===== config.mk =====
export PLATFORM = sky130hd
export DESIGN_NAME = rx_ram_arbiter
export DESIGN_NICKNAME = d
export VERILOG_FILES = /design/src/rtl/rx_ram_arbiter.sv
export SDC_FILE = /design/constraint.sdc
export NUM_CORES = 1
export LEC_CHECK = 0
export CAP_MARGIN = 20
export CORE_ASPECT_RATIO = 1.75
export CORE_MARGIN = 5
export CORE_UTILIZATION = 39
export DETAILED_ROUTE_END_ITERATION = 7
export GPL_TIMING_DRIVEN = 0
export MAX_ROUTING_LAYER = met4
export PLACE_DENSITY = 0.78
export SETUP_SLACK_MARGIN = 0.3
export SLEW_MARGIN = 20
export SYNTH_ARGS = -nofsm -noshare
export SYNTH_HDL_FRONTEND = slang
export SYNTH_SLANG_ARGS = --single-unit

===== constraint.sdc =====
create_clock -name clk_original -period 2.1 [get_ports clk_original]
set_clock_uncertainty 0.1 [all_clocks]
set_input_delay 0.42 -clock clk_original [delete_from_list [all_inputs] [get_ports clk_original]]
set_output_delay 0.42 -clock clk_original [all_outputs]
set_load 0.01 [all_outputs]

===== src/rtl/rx_ram_arbiter.sv =====
// Two-master Avalon-MM arbiter in front of the single-port packet RAM.
// Ports: m0_*/m1_* master ports, ram_* slave port, arb_timeout, grant_owner.
module rx_ram_arbiter #(
    parameter int ADDR_W       = 10,
    parameter int DATA_W       = 32,
    parameter int READ_LATENCY = 1,
    parameter int RX_PRIORITY  = 1,
    parameter int TIMEOUT      = 255
) (
    input  logic                clk_original,
    input  logic                rst,
    input  logic [ADDR_W-1:0]   m0_addr,
    input  logic                m0_chipselect,
    input  logic                m0_write,
    input  logic [DATA_W-1:0]   m0_writedata,
    input  logic [DATA_W/8-1:0] m0_byteenable,
    output logic [DATA_W-1:0]   m0_readdata,
    output logic                m0_waitrequest,
    input  logic [ADDR_W-1:0]   m1_addr,
    input  logic                m1_chipselect,
    input  logic                m1_write,
    input  logic [DATA_W-1:0]   m1_writedata,
    input  logic [DATA_W/8-1:0] m1_byteenable,
    output logic [DATA_W-1:0]   m1_readdata,
    output logic                m1_waitrequest,
    output logic [ADDR_W-1:0]   ram_addr,
    output logic                ram_chipselect,
    output logic                ram_write,
    output logic [DATA_W-1:0]   ram_writedata,
    output logic [DATA_W/8-1:0] ram_byteenable,
    input  logic [DATA_W-1:0]   ram_readdata,
    input  logic                ram_waitrequest,
    output logic                arb_timeout,
    output logic                grant_owner
);

    localparam logic [9:0] TO_LAST = 10'(TIMEOUT - 1);
    localparam logic [2:0] LAT_INIT =
        3'((READ_LATENCY > 0) ? READ_LATENCY - 1 : 0);
    localparam logic [DATA_W-1:0] ABORT_DATA = DATA_W'(32'hDEAD_BEEF);

    typedef enum logic [1:0] {IDLE, ACCESS, RDWAIT, DONE} state_t;

    state_t      state;
    logic        grant;
    logic        last_grant;
    logic [9:0]  wait_cnt;
    logic [2:0]  lat_cnt;

    logic              req_any;
    logic              winner;
    logic              finish;
    logic              load_rd;
    logic [DATA_W-1:0] load_val;

    // finish: this edge moves the FSM into DONE.
    // load_rd: the granted master's readdata register is written on that edge.
    always_comb begin
        req_any  = m0_chipselect | m1_chipselect;
        winner   = m1_chipselect;
        if (m0_chipselect && m1_chipselect)
            winner = (RX_PRIORITY != 0) ? 1'b0 : ~last_grant;
        finish   = 1'b0;
        load_rd  = 1'b0;
        load_val = ram_readdata;
        unique case (state)
            ACCESS: begin
                if (ram_waitrequest) begin
                    // Hung slave: abort with a recognisable pattern
                    finish   = (wait_cnt == TO_LAST);
                    load_rd  = finish;
                    load_val = ABORT_DATA;
                end else begin
                    finish  = ram_write || (READ_LATENCY == 0);
                    load_rd = !ram_write && (READ_LATENCY == 0);
                end
            end
            RDWAIT: begin
                finish  = (lat_cnt == 3'd0);
                load_rd = finish;
            end
            default: ;
        endcase
    end

    always_ff @(posedge clk_original) begin
        if (rst) begin
            state          <= IDLE;
            grant          <= 1'b1;
            last_grant     <= 1'b1;
            wait_cnt       <= '0;
            lat_cnt        <= '0;
            ram_addr       <= '0;
            ram_chipselect <= 1'b0;
            ram_write      <= 1'b0;
            ram_writedata  <= '0;
            ram_byteenable <= '0;
            m0_waitrequest <= 1'b1;
            m1_waitrequest <= 1'b1;
            m0_readdata    <= '0;
            m1_readdata    <= '0;
            arb_timeout    <= 1'b0;
        end else begin
            arb_timeout <= 1'b0;
            if (finish) begin
                state          <= DONE;
                ram_chipselect <= 1'b0;
                if (grant) m1_waitrequest <= 1'b0;
                else       m0_waitrequest <= 1'b0;
                if (load_rd) begin
                    if (grant) m1_readdata <= load_val;
                    else       m0_readdata <= load_val;
                end
                if (state == ACCESS && ram_waitrequest)
                    arb_timeout <= 1'b1;
            end else begin
                unique case (state)
                    IDLE: begin
                        if (req_any) begin
                            ram_addr       <= winner ? m1_addr : m0_addr;
                            ram_write      <= winner ? m1_write : m0_write;
                            ram_writedata  <= winner ? m1_writedata
                                                     : m0_writedata;
                            ram_byteenable <= winner ? m1_byteenable
                                                     : m0_byteenable;
                            ram_chipselect <= 1'b1;
                            grant          <= winner;
                            wait_cnt       <= '0;
                            state          <= ACCESS;
                        end
                    end
                    ACCESS: begin
                        // Not finishing here means stalled, or an
                        // accepted read that still has latency to cover
                        if (ram_waitrequest) begin
                            wait_cnt <= wait_cnt + 1'b1;
                        end else begin
                            ram_chipselect <= 1'b0;
                            lat_cnt        <= LAT_INIT;
                            state          <= RDWAIT;
                        end
                    end
                    RDWAIT: lat_cnt <= lat_cnt - 1'b1;
                    DONE: begin
                        m0_waitrequest <= 1'b1;
                        m1_waitrequest <= 1'b1;
                        last_grant     <= grant;
                        state          <= IDLE;
                    end
                endcase
            end
        end
    end

    assign grant_owner = (state == IDLE) ? last_grant : grant;

endmodule


==> results.md <==
* Status: finished, violations left
* Failing checks: negative setup slack
* DRT iter0 DRCs at 255
* Layout cells sized above 1 at 27.6%
* Worst path slowest cell: or4_4
* Tot GR Track Use at 23.3%
* CP Capture Type: register
* Most frequent cell on the critical path: buf_8
* Worst path cell trace: inv_4 > ha_4 > nand3b_1 > or4_4 > buf_8 > buf_8 > clkbuf_16 > nand3_4 > mux2i_1
* Highest routed layer: met4
* Critical path arrival at 2.47 ns
* Root Driver: clkbuf_16
* Psw at 4.45 mW
* Clock power share at between 20 and 25%
* Largest net degree at the start of global routing at 17
* Final min period at between 2 and 2.5 ns
* CP delay by family, top: simple AND/OR/NAND/NOR gates
* Util after Layout at 72.6%
* Clock slew at reported path FFs at 0.06 ns
* Final-layout fill cell count at 1,110
* Initial antenna violation count at 0
* Syn_nets at 791
* FF+latch count, synth at 132
* Placeable Area at 15,300 sq um
* P_leak at 4.32 nW
* Synth Flop Type: dfxtp_1
* Synthesized area at 6070 sq um
* Least-Margin Pin Slew at 0.831 ns
* WP buf/inv at 4
* Final WL at around 23,000 um
* Worst setup path startpoint: state[0]
* Worst hold path type: register to register
* Reg2Reg Launch Point: state[0]
* ANT nets after route at 0
* YS warnings at 0
* Post-synthesis average cell area at 9.31 sq um
* Via count of the first global-routing pass at 6,609
* Synth Instances at 652
* Nets at 1,089
* TritonCTS clock tree: done
* Die Wd at between 100 and 150 um
* Reg2Reg Depth at 9
* Top cell type by total area after synthesis: dfxtp_1
* CP Class: register to register
* Placed wire-length estimate at 15,900 um
* # diodes at 0
* Placed instance area at between 8000 and 9000 sq um
* TritonCTS Sinks at around 130
* Remaining routing DRC violations at 0
* Number of CTS-inserted buffers at 17
* Wl on met1 at 8280 um
* CTS H-tree lvls at 4
* Max Cap Violations at 0
* Initial Utilization at 39.6%
* Clk Latency, worst-skew pair at between 0.4 and 0.5 ns
* # setup viols final at 103
* Met3 wire len at 1210 um
* Setup TNS Final at -7.72 ns
* CP required at ~2.3 ns
* Switch share at 37.1%
* Final setup margin at -0.144 ns
* Setup crit end: grant
* CP Launch Type: register
* Reg2reg end: grant
* RSZ-0062 raised after global routing: yes
* Placer Congestion at 0.938
* Synth cell types at 46
* Sequential cell area at 2650 sq um
* Worst slew margin at between 40 and 50%
* DR WL/cell at 20.3 um
* Dominant cells by area after synthesis: dfxtp_1 (44%), mux2i_1 (11%), a311oi_1 (6.8%)
* Post-synthesis sequential area ratio at between 40% and 50%
* Worst path depth at 9
* Yosys top cell area share at 43.5%
* F_max at 446 MHz
* I/O pin cnt at 247
* Slew Viols, Final at 0
* Flop pwr share at 28.8%
* Hold Buf Count CTS at 0
* Pwr dens at 1080 nW/um^2
* Number of synthesized flops with an enable pin at 0
* Final Instance Area at 11,100 sq um
* Fin crit share at 107%
* Multi-input logic area at 4040 sq um
* Wire length on met2 at roughly 13,000 um
* Crit-path max FO at 6
* DIE AREA at 18,300 sq um
* Max Root-Sink Buffers at 2
* Crit-path max cell delay at 0.51 ns
* Hold Slack at ~0.35 ns
* Vias per cell at between 5 and 6
* # rows at 60
* VDD IR max at 0.747 mV
* Via count at ~6.6k
* Buffers added on ports at 246
* Post-synth ARST share at 0%
* DR pass1 iterations at 5
* First-pass GRT wire length at 33,600 um
* Int Pwr at 7.57 mW
* Synthesis-to-finish area growth at 83.1%
* Die Y at around 180 um
* Global route overflow at 0
* Reg2Reg Setup Slack at -0.14 ns
* Fin. Hold Viols at 0
* Combinational fraction of design power at 46.5%
-- kinds of logic (layout without fill, tap and decap cells) --
| kind of cell | Yosys count | count (layout) | synth area share (%) |
|---|---|---|---|
| muxes | 68 | 68 | 11.2 |
| buffers and inverters | 136 | 447 | 8.88 |
| DFF | 132 | 132 | 43.5 |
| and+or+nand+nor | 127 | 127 | 12.7 |
| AOI/OAI and AO/OA | 181 | 181 | 22.0 |
| adders and majority gates | 8 | 8 | 1.65 |
-- power groups by stage --
stage	Combinational, mW	Sequential (mW)	Clock [mW]
after floorplan	2.09	3.59	0
after global placement	4.19	3.35	0
after global routing	5.89	3.52	3.12
after CTS	4.49	3.31	3.01
after detailed placement	4.23	3.38	0
final	5.58	3.46	2.97
-- state kept, by name, summed over array words and instances, names as in the netlist --
| signal | count |
|---|---|
| m0_readdata | 32 |
| ram_byteenable | 4 |
| m1_waitrequest | 1 |
| grant | 1 |
| wait_cnt | 10 |
| state | 2 |
| lat_cnt | 3 |
| arb_timeout | 1 |
| ram_writedata | 32 |
| m1_readdata | 32 |
| ram_chipselect | 1 |
| last_grant | 1 |
| m0_waitrequest | 1 |
| ram_write | 1 |
| ram_addr | 10 |
-- metal layers --
layer	GRT usage, %	up-vias
met5	-	-
met4	10.5	0
met3	5.29	61
met2	44.3	235
met1	21.6	3191
li1	-	3090
-- repair_timing --
| item | in CTS | in global routing |
|---|---|---|
| endpoints found under the setup margin | 247 | 132 |
| buffers inserted | 18 | 5 |
| resized for setup | 227 | 166 |
| gates cloned | 7 | 3 |
| pin swaps | 37 | 50 |
-- per-stage QoR --
step                      cells  total power, mW  setup slack [ns]
after global placement     1084             7.54            -0.765
final                      1149             12.0            -0.144
after CTS                  1141             10.8            -0.187
after global routing       1149             12.5            -0.188
after detailed placement   1084             7.61            -0.785
after floorplan             652             5.68            0.0124
-- cells in the mapped netlist, types with 4 or more instances --
| library cell | instances |
|---|---|
| clkbuf_1 | 66 |
| buf_2 | 5 |
| nand2_1 | 27 |
| nand4_1 | 4 |
| nor4b_1 | 24 |
| a21oi_1 | 6 |
| a311oi_1 | 47 |
| inv_1 | 58 |
| nand3_1 | 13 |
| ha_1 | 8 |
| a211oi_1 | 53 |
| a31oi_1 | 48 |
| nor2_1 | 11 |
| mux2i_1 | 67 |
| nor4_1 | 24 |
| o21ai_0 | 6 |
| dfxtp_1 | 132 |
-- worst register-to-register path, stage by stage (launching register included) --
cell and delay (ns):
dfxtp_4 0.37, inv_4 0.04, ha_4 0.26, nand3b_1 0.11
or4_4 0.51, buf_8 0.15, buf_8 0.15, clkbuf_16 0.18
nand3_4 0.08, mux2i_1 0.21
-- cells in the final DEF (no fill, tap or decap), types with 10 or more instances in the layout --
master           synthesis  routed
buf_6                    3      16
nor2_1                  11      10
clkbuf_16                0      25
nand2_1                 27      25
inv_1                   58      56
dfxtp_1                132     127
a311oi_1                47      33
nand3_1                 13      10
nor4_1                  24      18
clkdlybuf4s50_1          0     130
buf_8                    0      11
dlygate4sd2_1            0     115
a311oi_2                 0      14
a211oi_2                 0      50
mux2i_1                 67      67
a31oi_1                 48      14
buf_4                    0      17
nor4b_1                 24      20
clkbuf_1                66      24
a31oi_4                  0      30
clkbuf_2                 0      23
-- worst min-delay path by stage --
stage | startpoint | end | slack (ns) | cells past startpoint
after floorplan | lat_cnt[1] | lat_cnt[1] | 0.33 | 2
after global placement | lat_cnt[2] | lat_cnt[2] | 0.34 | 2
after detailed placement | m1_readdata[6] | m1_readdata[6] | 0.35 | 2
after CTS | m1_readdata[20] | m1_readdata[20] | 0.36 | 2
after global routing | m0_readdata[2] | m0_readdata[2] | 0.37 | 2
final | m1_readdata[20] | m1_readdata[20] | 0.35 | 2
-- final cells by class --
cell class | count | area share, %
inverters | 59 | 2.04
clock inverters | 14 | 1.36
flip-flops and latches | 132 | 23.9
well taps | 186 | 2.09
repair buffers | 279 | 24.4
clock buffers | 18 | 3.95
plain buffers | 77 | 5.90
multi-input cells | 384 | 36.4
(Power assumes the default switching activity.)
